==> src/rtl/bcd_pkg.sv <==
// Shared types and helpers for the sequential binary-to-BCD converter.
// Latency: n/a (declarations only).
// Backpressure: n/a.
package bcd_pkg;

    typedef enum logic [1:0] {
        IDLE  = 2'd0,
        SHIFT = 2'd1,
        DONE  = 2'd2
    } state_t;

    localparam int         NIBBLE_W      = 4;
    localparam logic [3:0] BCD_MAX_DIGIT = 4'd9;

    // Decimal digits needed to print the largest value of a 'width'-bit word.
    function automatic int min_digits(input int width);
        longint unsigned v;
        int              n;
        v = (64'd1 << width) - 64'd1;
        n = 1;
        while (v >= 64'd10) begin
            v = v / 64'd10;
            n = n + 1;
        end
        return n;
    endfunction

endpackage

==> src/rtl/bcd_digit_adj.sv <==
// One double-dabble digit correction: add 3 to a BCD nibble that is 5 or more.
// Latency: combinational.
// Backpressure: none (pure function of its input).
module bcd_digit_adj
    import bcd_pkg::*;
(
    input  logic [NIBBLE_W-1:0] nib_i,
    output logic [NIBBLE_W-1:0] nib_o
);

    // Pre-shift correction so the following doubling carries into the next digit.
    always_comb begin
        nib_o = (nib_i >= 4'd5) ? nib_i + 4'd3 : nib_i;
    end

endmodule

==> src/rtl/bcd_convert_seq.sv <==
// Iterative double-dabble binary-to-BCD converter, one input bit per clock.
// Latency: BIN_W cycles from accept to out_valid; one result per BIN_W+2 cycles.
// Backpressure: out_ready low holds DONE with frozen outputs; no input accepted until the result is taken.
module bcd_convert_seq
    import bcd_pkg::*;
#(
    parameter int BIN_W  = 12,
    parameter int DIGITS = 4
) (
    input  logic                         clk,
    input  logic                         rst_n,
    input  logic                         in_valid,
    output logic                         in_ready,
    input  logic [BIN_W-1:0]             in_bin,
    output logic                         out_valid,
    input  logic                         out_ready,
    output logic [NIBBLE_W*DIGITS-1:0]   out_bcd,
    output logic                         out_ovf,
    output logic [DIGITS-1:0]            out_blank,
    output logic                         busy
);

    localparam int             BCD_W    = NIBBLE_W * DIGITS;
    localparam int             CNT_W    = $clog2(BIN_W + 1);
    localparam logic [CNT_W-1:0] LAST_CNT = CNT_W'(BIN_W - 1);
    // When DIGITS covers every representable input, overflow cannot occur.
    localparam bit             OVF_POSSIBLE = (DIGITS < min_digits(BIN_W));

    if (BIN_W < 1 || BIN_W > 32) begin : g_bad_bin_w
        $fatal(1, "bcd_convert_seq: BIN_W=%0d outside 1..32", BIN_W);
    end
    if (DIGITS < 1 || DIGITS > 10) begin : g_bad_digits
        $fatal(1, "bcd_convert_seq: DIGITS=%0d outside 1..10", DIGITS);
    end

    state_t             state_q,     state_d;
    logic [BIN_W-1:0]   bin_q,       bin_d;
    logic [BCD_W-1:0]   bcd_q,       bcd_d;
    logic               sticky_q,    sticky_d;
    logic [CNT_W-1:0]   cnt_q,       cnt_d;
    logic [BCD_W-1:0]   out_bcd_q,   out_bcd_d;
    logic               out_ovf_q,   out_ovf_d;
    logic [DIGITS-1:0]  out_blank_q, out_blank_d;

    logic [BCD_W-1:0]   adj;
    logic [BCD_W-1:0]   shifted;
    logic [BCD_W-1:0]   nines;
    logic [BCD_W-1:0]   fin_bcd;
    logic               fin_ovf;
    logic               nib_bad;
    logic [DIGITS-1:0]  fin_blank;

    for (genvar g = 0; g < DIGITS; g++) begin : g_adj
        bcd_digit_adj u_adj (
            .nib_i (bcd_q[NIBBLE_W*g +: NIBBLE_W]),
            .nib_o (adj[NIBBLE_W*g +: NIBBLE_W])
        );
    end

    // One iteration's shift result plus the saturated final value seen on the last edge.
    always_comb begin
        shifted = {adj[BCD_W-2:0], bin_q[BIN_W-1]};
        nib_bad = 1'b0;
        nines   = '0;
        for (int k = 0; k < DIGITS; k++) begin
            nines[NIBBLE_W*k +: NIBBLE_W] = BCD_MAX_DIGIT;
            if (shifted[NIBBLE_W*k +: NIBBLE_W] > BCD_MAX_DIGIT) begin
                nib_bad = 1'b1;
            end
        end
        fin_ovf = OVF_POSSIBLE && (sticky_q || adj[BCD_W-1] || nib_bad);
        fin_bcd = fin_ovf ? nines : shifted;
    end

    // Leading-zero mask: digit k blanks when it and everything above it is zero.
    assign fin_blank[0] = 1'b0;
    for (genvar k = 1; k < DIGITS; k++) begin : g_blank
        assign fin_blank[k] = (fin_bcd[BCD_W-1:NIBBLE_W*k] == '0);
    end

    // Next-state and datapath updates; result registers load only on entry to DONE.
    always_comb begin
        state_d     = state_q;
        bin_d       = bin_q;
        bcd_d       = bcd_q;
        sticky_d    = sticky_q;
        cnt_d       = cnt_q;
        out_bcd_d   = out_bcd_q;
        out_ovf_d   = out_ovf_q;
        out_blank_d = out_blank_q;
        unique case (state_q)
            IDLE: begin
                if (in_valid) begin
                    bin_d    = in_bin;
                    bcd_d    = '0;
                    sticky_d = 1'b0;
                    cnt_d    = '0;
                    state_d  = SHIFT;
                end
            end
            SHIFT: begin
                bcd_d    = shifted;
                bin_d    = bin_q << 1;
                sticky_d = sticky_q | adj[BCD_W-1];
                cnt_d    = cnt_q + CNT_W'(1);
                if (cnt_q == LAST_CNT) begin
                    state_d     = DONE;
                    out_bcd_d   = fin_bcd;
                    out_ovf_d   = fin_ovf;
                    out_blank_d = fin_blank;
                end
            end
            DONE: begin
                if (out_ready) begin
                    state_d = IDLE;
                end
            end
            default: state_d = IDLE;
        endcase
    end

    // State and datapath registers with synchronous active-low reset.
    always_ff @(posedge clk) begin
        if (!rst_n) begin
            state_q     <= IDLE;
            bin_q       <= '0;
            bcd_q       <= '0;
            sticky_q    <= 1'b0;
            cnt_q       <= '0;
            out_bcd_q   <= '0;
            out_ovf_q   <= 1'b0;
            out_blank_q <= '0;
        end else begin
            state_q     <= state_d;
            bin_q       <= bin_d;
            bcd_q       <= bcd_d;
            sticky_q    <= sticky_d;
            cnt_q       <= cnt_d;
            out_bcd_q   <= out_bcd_d;
            out_ovf_q   <= out_ovf_d;
            out_blank_q <= out_blank_d;
        end
    end

    assign in_ready  = (state_q == IDLE);
    assign out_valid = (state_q == DONE);
    assign busy      = (state_q == SHIFT);
    assign out_bcd   = out_bcd_q;
    assign out_ovf   = out_ovf_q;
    assign out_blank = out_blank_q;

endmodule

==> config.mk <==
export PLATFORM = sky130hd
export DESIGN_NAME = bcd_convert_seq
export DESIGN_NICKNAME = d
export VERILOG_FILES = /design/src/rtl/bcd_pkg.sv /design/src/rtl/bcd_digit_adj.sv /design/src/rtl/bcd_convert_seq.sv
export SDC_FILE = /design/constraint.sdc
export NUM_CORES = 1
export LEC_CHECK = 0
export BUFFER_PORTS_ARGS = -buffer_cell sky130_fd_sc_hd__buf_2
export CORE_UTILIZATION = 56
export CTS_CLUSTER_DIAMETER = 120
export DETAILED_ROUTE_END_ITERATION = 6
export GPL_TIMING_DRIVEN = 0
export HOLD_SLACK_MARGIN = 0.06
export PLACE_DENSITY = 0.79
export SETUP_SLACK_MARGIN = 0.15
export SYNTH_ARGS = -nofsm -noshare
export SYNTH_HDL_FRONTEND = slang
export SYNTH_SLANG_ARGS = --single-unit
==> constraint.sdc <==
create_clock -name clk -period 2.5 [get_ports clk]
set_clock_uncertainty 0.05 [all_clocks]
set_input_delay 0.625 -clock clk [delete_from_list [all_inputs] [get_ports clk]]
set_output_delay 0.625 -clock clk [all_outputs]
set_load 0.05 [all_outputs]
======== Word-level counts from Yosys, hierarchy flattened ========
Cells that the tools add are included.
Widths: inputs -> output; s select.
storage, ports and cells
  bits in registers ....................... 53
  input port bits ......................... 16
  output and inout bits ................... 24
operators by class
  add/sub/neg operators ................... 5
  $lt $le $gt $ge ......................... 4
  eq/ne operators ......................... 6
  muxes and demuxes ....................... 14
  reductions and logical operators ........ 8
operator list
  cell                 count
  $pmux 16 s2          1
  $pmux 12 s2          1
  $ge 4x3->1 const B   4
  $mux 16              1
  $mux 4               4
  $add 4x2->4 const B  3
  $logic_not 12->1     1
  $mux 12              1
  $logic_not 8->1      1
  $pmux 4 s2           1
  $mux 2               3
  $pmux 2 s3           1
  $add 4x1->4 const B  1
  $eq 4x4->1 const B   1
  $logic_not 4->1      1
  $ne 2x1->1 const B   2
  $reduce_and 2->1     2
  $add 3x2->3 const B  1
  $mux 3               1
  $reduce_and 3->1     1
  $eq 2x1->1 const B   1
  $eq 2x2->1 const B   1
  $logic_not 2->1      1
  $ne 2x2->1 const B   1
  $reduce_bool 2->1    1

======== Logic depth before layout (Yosys ltp) ========
Gate-level depths: netlist of run 1.
  word-level depth ........................ 3
  gate-level depth with buffers ........... 7
  gate-level depth less buffers ........... 7

======== Modules after synthesis ========
From an unflattened synthesis of run 1, not the netlist that was laid out.
second synthesis, totals
  cells, all modules ...................... 309
  area total of the unflattened synthesis .. 2603.7 um^2
modules (own cells, without submodules)
  module           instances  cells each  area an instance (um^2)  sequential area each (um^2)
  bcd_convert_seq  1          245         2198.4                   1061.0
  bcd_digit_adj    4          16          101.3                    0.0

======== Worst setup path after synthesis of run 1 ========
No wires, ideal clock.
  path kind ............................... reg-to-output
  start point ............................. reg state_q[1]
  end point ............................... out out_valid
  arrival ................................. 1342 ps
  required time ........................... 1825 ps
  slack ................................... 483 ps
  stages on the path, launching flop included .. 4
  cells stage by stage .................... dfxtp_1 > inv_2 > clkbuf_1 > nor2_1
between the ends
  longest elaborated chain between the ends .. 1
RTL lines
  what                    RTL line                source
  start, declared         bcd_convert_seq.sv:36   state_t state_q, state_d;
  start signal, assigned  bcd_convert_seq.sv:134  state_q <= state_d;
  $eq 2x2->1              bcd_convert_seq.sv:146  assign out_valid = (state_q == DONE);
  end, declared           bcd_convert_seq.sv:15   output logic out_valid,
Every way passes these cells.

======== Final worst setup path of run 1 ========
  start point ............................. reg state_q[0]
  end point ............................... out out_valid
Same word-level chain as after synthesis.

==> results of run 1 <==
-- worst reg2reg max path, stage by stage (launching register included) --
cell	delay [ns]
dfxtp_1	0.45
inv_1	0.13
ha_1	0.27
and2b_1	0.21
o21bai_2	0.23
and3_2	0.22
o2111ai_2	0.14
o41ai_2	0.29
-- registers in the layout, indices dropped and copies added (netlist names) --
signal / cells
bcd_q: 16
out_blank: 3
cnt_q: 4
bin_q: 12
out_bcd: 16
state_q: 2
-- metrics by stage --
stage | std cells | instance area, um^2 | util | hold WS, ns | worst slack (ns)
final | 404 | 2955 | 0.6741 | 0.4061 | 0.2375
after CTS | 404 | 2954 | 0.6738 | 0.4090 | 0.1994
after floorplan | 309 | 2592 | - | 0.4041 | 0.4830
after global placement | 397 | 2838 | 0.6473 | 0.3912 | 0.2338
after detailed placement | 397 | 2838 | 0.6473 | 0.3955 | 0.2544
after global routing | 404 | 2955 | 0.6741 | 0.4416 | 0.1562
-- cell type report --
cell class	count	share of cell area
plain buffers	18	0.02794
clock buffers	6	0.02794
clock inverters	2	0.01270
inverters	12	0.01609
multi-input cells	225	0.4733
flip-flops and latches	53	0.3590
well taps	52	0.02202
repair buffers	36	0.06097
-- per-layer routing --
metal,GRT usage,vias to the layer above,wire length (um)
li1,-,1148,-
met1,0.3132,1080,2683
met2,0.4135,53,2780
met3,0.04329,8,290
met4,0.1222,0,91
met5,0,-,0
-- repair_timing --
action	in CTS	in global routing
resized for setup	0	1
setup endpoints to repair	1	1
gates cloned	0	0
endpoints found under the hold margin	0	0
-- power by group through the flow --
stage / registers, mW / clock network (mW) / logic (mW)
CTS: 0.877 / 0.622 / 0.141
global placement: 0.896 / 0 / 0.140
floorplan: 0.893 / 0 / 0.0996
finish: 0.877 / 0.625 / 0.141
global route: 0.880 / 0.648 / 0.157
detailed placement: 0.896 / 0 / 0.141
-- cell usage after synthesis --
library cell | n | area, um^2
mux2i_1 | 5 | 50.05
inv_1 | 10 | 37.54
a2111oi_4 | 1 | 27.53
o21ai_0 | 29 | 145.1
conb_1 | 1 | 3.750
o21bai_2 | 1 | 11.26
a21oi_1 | 20 | 100.1
nor2b_1 | 15 | 93.84
xnor2_1 | 4 | 35.03
and3_2 | 1 | 7.510
o2111ai_2 | 1 | 15.01
nor3_1 | 5 | 25.02
o221ai_1 | 1 | 8.760
nor2_1 | 19 | 71.32
o22ai_1 | 3 | 18.77
nor3_2 | 1 | 10.01
buf_2 | 3 | 15.01
o211a_1 | 6 | 60.06
a211oi_1 | 1 | 7.510
nand3_1 | 5 | 25.02
buf_4 | 3 | 22.52
and2_1 | 5 | 31.28
clkbuf_1 | 13 | 48.80
nand2_1 | 43 | 161.4
a21boi_0 | 9 | 67.56
nand2b_1 | 5 | 31.28
o41ai_2 | 1 | 16.27
ha_1 | 9 | 112.6
nand2_4 | 1 | 11.26
clkinv_2 | 1 | 5.000
nor3b_1 | 7 | 52.55
a21o_1 | 1 | 7.510
dfxtp_1 | 53 | 1061
inv_2 | 1 | 3.750
and3b_1 | 1 | 8.760
a21boi_1 | 4 | 30.03
and2b_1 | 1 | 7.510
a32oi_1 | 1 | 8.760
o21a_1 | 1 | 7.510
o21ai_4 | 1 | 16.27
a22oi_1 | 13 | 97.59
nand2_2 | 1 | 6.260
o21ai_1 | 1 | 5.000
-- kinds of logic after synthesis --
group	after synthesis	share of synthesized area
adder cells (fa/ha/maj)	9	0.04350
flip-flops	53	0.4099
AO/OA/AOI/OAI	95	0.2513
multiplexers	5	0.01933
buffers and inverters	31	0.05123
other	1	0.001449
XOR/XNOR	4	0.01353
AND/OR/NAND/NOR	110	0.2098
-- worst max path at each step --
| stage | endpoint | from | depth (start not counted) | slack (ns) |
|---|---|---|---|---|
| 2_1_floorplan | out_valid | state_q[1] | 3 | 0.48 |
| 5_1_grt | out_valid | state_q[0] | 4 | 0.16 |
| 4_1_cts | busy | state_q[1] | 4 | 0.20 |
| 3_5_place_dp | busy | state_q[0] | 5 | 0.25 |
| 6_report | out_valid | state_q[0] | 4 | 0.24 |
| 3_3_place_gp | busy | state_q[1] | 5 | 0.23 |
==> flow_summary.toml, run 1 <==
[setup_path]
cp_max_fo = 10
cpMaxStageDelayCell = "clkbuf_1"
r2r_start = "bcd_q[8]"
end_kind = "output pin"
arrival_ns = 1.59
r2r_cells = 7
timing.rr.end = "out_blank[1]"
critical_path_class = "flop to output pin"
critPathRequiredTime_ns = 1.82
crit_family = "buffers and inverters"
path_cells = "buf_4, clkbuf_1, nor2_1, buf_2"
startpoint_type = "flop"
critPathMaxStageDelay_ns = 0.40
rrSetupSlack_ns = 0.42
crit_buf_inv = 3

[logic_synthesis]
ys_ff_latch = 53
avgSynthCellArea_um2 = 8.405
synth-seq-area-share = 0.4099
synth_area_um2 = 2589
syn_inst = 308
ys_warn_count = 0
ys_types = 43

[outcome]
status = "completed"

[power]
p_int_mw = 1.240
pwr-share-comb = 0.086
powerDensity_nw_per_um2 = 556.2
irDropWorstVdd_uv = 413.3
pwr-share-seq = 0.534
p_clk_frac = 0.380
p_switching_uw = 403.7
power.total_mw = 1.644
p_sw_frac = 0.2456
p_leak_nw = 1.242

[sta]
max_freq_ghz = 0.4420
rsz0062_at_grt = "false"
tightest_slew_ns = 0.7612
timing.final.crit_period_ns = 2.262
setup_viol_count_final = 0
finalCritPeriodShare = 0.9050
final-max-slew-violation-count = 0
hold_viol = 0
relSlewSlack = 0.4891
setup_tns_ns = 0

[grt]
grt_pass1_wl_um = 9735
antenna_found_initial = 0
globalRoute.totalOverflow = 0
grt_usage = 0.2496
grt_pass1_vias = 2134
grt_max_degree = 18

[min_path]
hold_path_end = "out_bcd[10]"
hp-start = "out_bcd[10]"
hp-class = "flop to flop"
worstHoldPathCells = 2

[detailed_routing]
routed_wirelength_um = 5845
wl_per_cell_um = 14.47
firstDrtPassIters = 4
postRouteAntennaNets = 0
vias = 2289
drt-vias-per-instance = 5.666
initialDrtViolationCount = 88
drc = 0

[layout]
mostFrequentLayoutCells = "53 x dfxtp_1, 43 x nand2_1, 39 x buf_2, 29 x o21ai_0, 20 x a21oi_1"
final_net_count = 376
multiInputGateArea_um2 = 1399
area_growth_pct = 14.16
final_common_cell = "dfxtp_1"
fill_cells = 375
drive_gt1_frac = 0.1733
insertedDiodeCount = 0
regArea_um2 = 1061

[floorplanning]
io_pins = 40
die_w_um = 69.99
start_util = 0.5905
core_um2 = 4384
die_h_um = 69.99
rows = 24
die-area_um2 = 4899

[clock_network]
cts_hold_buf = 0
cts_setup_buffers = 0
cts.sinks = 53
cts_tree = "yes"
cts_made_buffers = 5
h-tree-depth = 2
root_buffer = "clkbuf_8"
cts_buffer_depth = 2
clk_latency_ns = 0.32
path_clk_slew_ns = 0.10

[place]
port-buffer-count = 36
hpwlAfterDp_um = 4123
gp_congestion = 0.8643

[flow_run]
maxCapViolCount = 0
Note: power is estimated with default switching activity, not from simulation.
==> run 2: changes to the inputs <==
- PLACE_DENSITY: 0.79 -> 0.85
==> run 2 against run 1 <==
Net effect:
- sequential share of layout area is 0.10 points higher
- final cell count is the same
- first-iteration DRC count rose by 49%
- clock power fell by 4.8%
- critical path type unchanged
- global-route usage up 0.93 points
- register-to-register slack better by 0.02 ns
- power fell by 1.8%
==> flow_summary.toml, run 2 (synthesized netlist as in run 1, its figures left out) <==
[layout]
final_net_count = 376
final_common_cell = "dfxtp_1"
mostFrequentLayoutCells = "52 x dfxtp_1, 43 x nand2_1, 39 x buf_2, 29 x o21ai_0, 20 x a21oi_1"
drive_gt1_frac = 0.1761
area_growth_pct = 13.97
insertedDiodeCount = 0
fill_cells = 371
final_util = 0.6729

[power]
p_int_mw = 1.214
irDropWorstVdd_uv = 562.8
p_clk_frac = 0.369
powerDensity_nw_per_um2 = 547.3
p_switching_uw = 400.7
pwr-share-seq = 0.544
pwr-share-comb = 0.088
power.total_mw = 1.615
p_leak_nw = 1.239
p_sw_frac = 0.2482

[setup_path]
rrSetupSlack_ns = 0.44
end_kind = "output pin"
critPathRequiredTime_ns = 1.82
startpoint_type = "flop"
arrival_ns = 1.54
critical_path_class = "flop to output pin"
cp_max_fo = 10

[outcome]
status = "completed"

[floorplanning]
io_pins = 40
start_util = 0.5905
rows = 24
die-area_um2 = 4899
core_um2 = 4384
die_h_um = 69.99
die_w_um = 69.99

[grt]
met1_usage = 0.3071
top_usage_layer = "met2"
antenna_found_initial = 0
grt_usage = 0.2590
globalRoute.totalOverflow = 0
met2_usage = 0.4519
grt_max_degree = 18
grt_use_met3 = 0.05772
grt_pass1_wl_um = 10090
grt_pass1_vias = 2245

[sta]
final-max-slew-violation-count = 0
max_freq_ghz = 0.4512
relSlewSlack = 0.5268
timing.final.crit_period_ns = 2.216
tightest_slew_ns = 0.7051
setup_tns_ns = 0
setup_viol_count_final = 0
rsz0062_at_grt = "false"
finalCritPeriodShare = 0.8864
whs_ns = 0.4110
hold_viol = 0

[detailed_routing]
wl_per_cell_um = 15.01
drc = 0
vias = 2330
firstDrtPassIters = 4
drt-vias-per-instance = 5.767
initialDrtViolationCount = 131
postRouteAntennaNets = 0
routed_wirelength_um = 6063

[place]
hpwlAfterDp_um = 4370
port-buffer-count = 36
gp_congestion = 0.8429

[clock_network]
cts_hold_buf = 0
path_clk_slew_ns = 0.10
cts_tree = "yes"
cts_buffer_depth = 2
cts.sinks = 53
clk_latency_ns = 0.31
h-tree-depth = 2
root_buffer = "clkbuf_8"
cts_made_buffers = 5

[min_path]
hp-class = "flop to flop"

[flow_run]
maxCapViolCount = 0
## run 2: worst paths after layout
kind / from / end / cells after the start
setup / recovery: state_q[0] / out_valid / 4
setup reg to reg: bcd_q[9] / out_blank[1] / 7
hold / removal: out_bcd[14] / out_bcd[14] / 2
hold reg to reg: out_bcd[14] / out_bcd[14] / 2
## run 2: worst max-delay path, stage by stage (launching register included)
cell and delay, ns:
dfxtp_1 0.35, buf_4 0.18, clkbuf_1 0.39, nor2_1 0.09, buf_2 0.22
## run 2: per-layer routing
layer | vias up | part of all wire
met5 | - | 0
met4 | 0 | 0.023
met3 | 13 | 0.045
met2 | 60 | 0.49
met1 | 1111 | 0.44
li1 | 1146 | -
## run 2: final cells by class
| cell class | count | area [um^2] | area share |
|---|---|---|---|
| Clock inverter | 3 | 46.29 | 0.01569 |
| Inverter | 12 | 46.29 | 0.01569 |
| Tap cell | 52 | 65.06 | 0.02205 |
| Timing Repair Buffer | 36 | 180.2 | 0.06107 |
| Sequential cell | 53 | 1062 | 0.3601 |
| Buffer | 18 | 82.58 | 0.02799 |
| Clock buffer | 5 | 68.82 | 0.02332 |
| Multi-Input combinational cell | 225 | 1399 | 0.4741 |
## run 2: power by group through the flow
stage / clock, mW / sequential [mW] / combinational (mW)
after floorplan: 0 / 0.893 / 0.0996
after global placement: 0 / 0.896 / 0.139
after detailed placement: 0 / 0.897 / 0.141
after CTS: 0.600 / 0.878 / 0.141
after global routing: 0.630 / 0.880 / 0.156
final: 0.595 / 0.878 / 0.141
## run 2: through the flow
stage	instance area [um^2]	worst slack, ns	std cells
3_5_place_dp	2838	0.2789	397
2_1_floorplan	2592	0.4830	309
6_report	2950	0.2839	404
4_1_cts	2949	0.2437	404
3_3_place_gp	2838	0.2573	397
5_1_grt	2950	0.1938	404
## run 2: what timing repair did
| item | in CTS | in global routing |
|---|---|---|
| endpoints found under the setup margin | 1 | 1 |
| buffers inserted | 0 | 0 |
| resized for setup | 0 | 1 |
==> run 3: changes to the inputs <==
--- a/config.mk
+++ b/config.mk
@@ -7,2 +7,3 @@
 export LEC_CHECK = 0
+export ABC_AREA = 1
 export BUFFER_PORTS_ARGS = -buffer_cell sky130_fd_sc_hd__buf_2
--- a/constraint.sdc
+++ b/constraint.sdc
@@ -4,2 +4,2 @@
 set_output_delay 0.625 -clock clk [all_outputs]
-set_load 0.05 [all_outputs]
+set_load 0.01 [all_outputs]
==> run 3 against run 2 <==
Net effect:
- global-route usage down 0.54 points
- worst hold slack better by 0.0049 ns
- critical path type unchanged
- largest cell class unchanged
- flip-flop and latch count unchanged
- die area down 2.1%
- final cell count up 11%
- first-iteration DRC count down 1.5%
- utilization down 0.83 points
- setup slack better by 0.063 ns
==> flow_summary.toml, run 3 <==
[outcome]
status = "completed"

[sta]
rsz0062_at_grt = "false"
final-max-slew-violation-count = 0
relSlewSlack = 0.6462
setup_tns_ns = 0
setup_viol_count_final = 0
finalCritPeriodShare = 0.8614
timing.final.crit_period_ns = 2.153
max_freq_ghz = 0.4644
hold_viol = 0
tightest_slew_ns = 0.5306

[logic_synthesis]
synth_most_common_cell = "nand2_1"
ys_warn_count = 0
synth_edf_count = 0
ys_ff_latch = 53
ys.flop_type = "dfxtp_1"
synth_top_area_frac = 0.4188
avgSynthCellArea_um2 = 7.218
synth-seq-area-share = 0.4188
synthTopCellsByCount = "108 x nand2_1, 53 x dfxtp_1, 36 x inv_1"
netlist.top_cell.by_area = "dfxtp_1"
netlist_top_cells_area = "dfxtp_1 42%, nand2_1 16%, a21oi_1 5.9%"
ys_types = 32
syn_inst = 351
async_reset_ff_frac = 0
synth_area_um2 = 2534

[setup_path]
arrival_ns = 1.48
timing.rr.end = "out_blank[1]"
r2r_start = "bcd_q[8]"
cp_max_fo = 10
rrSetupSlack_ns = 0.74
crit_family = "buffers and inverters"
critPathMaxStageDelay_ns = 0.44
critical_path_class = "flop to output pin"
end_kind = "output pin"
path_cells = "nand2_4, clkinv_4, buf_6, buf_4, buf_2"
r2r_cells = 9
crit_buf_inv = 4
crit_cells = 5
cpMaxStageDelayCell = "dfxtp_1"
critPathRequiredTime_ns = 1.82
startpoint_type = "flop"

[clock_network]
cts_made_buffers = 5
clk_latency_ns = 0.31
cts_buffer_depth = 2
cts_setup_buffers = 0
cts_hold_buf = 0
postCtsResizedCells = 0
cts_tree = "yes"
path_clk_slew_ns = 0.10
h-tree-depth = 2
root_buffer = "clkbuf_8"
cts.sinks = 53

[power]
pwr-share-comb = 0.090
powerDensity_nw_per_um2 = 553.4
p_sw_frac = 0.2405
p_switching_uw = 385.2
p_leak_nw = 1.348
power.total_mw = 1.601
irDropWorstVdd_uv = 346.7
p_int_mw = 1.216
pwr-share-seq = 0.546
p_clk_frac = 0.363

[place]
hpwlAfterDp_um = 4113
port-buffer-count = 36
gp_congestion = 0.9583

[layout]
final_net_count = 420
drive_gt1_frac = 0.1667
fill_cells = 369
area_growth_pct = 14.22
insertedDiodeCount = 0
final_common_cell = "nand2_1"
mostFrequentLayoutCells = "108 x nand2_1, 53 x dfxtp_1, 40 x buf_2, 36 x inv_1, 30 x a21oi_1"

[floorplanning]
rows = 24
core_um2 = 4354
die_h_um = 69.27
die_w_um = 69.27
start_util = 0.5819
die-area_um2 = 4798
io_pins = 40

[grt]
grt_max_degree = 17
globalRoute.totalOverflow = 0
met1_usage = 0.3100
antenna_found_initial = 0
grt_use_met3 = 0.04506
met2_usage = 0.4347
top_usage_layer = "met2"
grt_usage = 0.2536
grt_pass1_vias = 2208
grt_pass1_wl_um = 9818

[min_path]
hp-class = "flop to flop"
hold_path_end = "bin_q[0]"
hp-start = "bin_q[0]"
worstHoldPathCells = 2

[detailed_routing]
firstDrtPassIters = 4
drc = 0
routed_wirelength_um = 5686
wl_per_cell_um = 12.69
drt-vias-per-instance = 5.357
initialDrtViolationCount = 129
postRouteAntennaNets = 0
vias = 2400

[flow_run]
maxCapViolCount = 0
==> run 3: power by group through the flow <==
stage          logic [mW]  clock network [mW]  registers (mW)
2_1_floorplan       0.103                   0           0.890
3_3_place_gp        0.141                   0           0.893
3_5_place_dp        0.144                   0           0.893
4_1_cts             0.144               0.591           0.874
5_1_grt             0.160               0.625           0.877
6_report            0.145               0.582           0.875
==> run 3: cell type report <==
| cell class | count | area (um^2) | area share |
|---|---|---|---|
| multi-input combinational | 241 | 1207 | 0.4172 |
| sequential | 53 | 1061 | 0.3666 |
| timing repair buffer | 36 | 180.2 | 0.06226 |
| inverter | 42 | 162.7 | 0.05620 |
| buffer | 16 | 106.4 | 0.03675 |
| clock buffer | 6 | 72.57 | 0.02508 |
| tap | 52 | 65.06 | 0.02248 |
| clock inverter | 2 | 38.79 | 0.01340 |
==> run 3: how the worst max path moves through the flow <==
stage	start	endpoint	slack, ns
detailed placement	state_q[1]	busy	0.71
floorplan	state_q[1]	busy	0.94
global placement	state_q[0]	busy	0.71
finish	state_q[0]	busy	0.35
global route	state_q[0]	busy	0.30
CTS	state_q[1]	busy	0.37
==> run 3: worst reg2reg max path: stages, from the launching register on <==
cell and delay (ns):
dfxtp_1 0.38, inv_1 0.10, ha_1 0.22, inv_1 0.06, nand2_1 0.11, o21ai_0 0.23, nand3_1 0.16, nor2_1 0.17
nand3_1 0.10, a21oi_1 0.13
==> run 3: metrics by stage <==
| step | instances | utilization | hold WS [ns] | area (um^2) | setup WS (ns) |
|---|---|---|---|---|---|
| after global routing | 448 | 0.6647 | 0.4289 | 2894 | 0.3045 |
| after CTS | 448 | 0.6647 | 0.4174 | 2894 | 0.3698 |
| after detailed placement | 440 | 0.6391 | 0.4032 | 2783 | 0.7091 |
| after global placement | 440 | 0.6391 | 0.3964 | 2783 | 0.7083 |
| final | 448 | 0.6647 | 0.4159 | 2894 | 0.3466 |
| after floorplan | 352 | - | 0.3890 | 2537 | 0.9408 |
==> run 3: per-layer routing <==
| layer | wire (um) | vias up |
|---|---|---|
| li1 | - | 1221 |
| met1 | 2609 | 1079 |
| met2 | 2684 | 79 |
| met3 | 238 | 21 |
| met4 | 154 | 0 |
| met5 | 0 | - |
==> run 3: cells by family (layout without fill, tap and decap cells) <==
| kind of cell | after synthesis | after routing | synth area share |
|---|---|---|---|
| compound gates | 68 | 68 | 0.1486 |
| fa+ha+maj | 9 | 9 | 0.04445 |
| buf+inv | 58 | 102 | 0.1062 |
| flops | 53 | 53 | 0.4188 |
| other cells | 1 | 2 | 0.001480 |
| simple gates | 162 | 162 | 0.2805 |
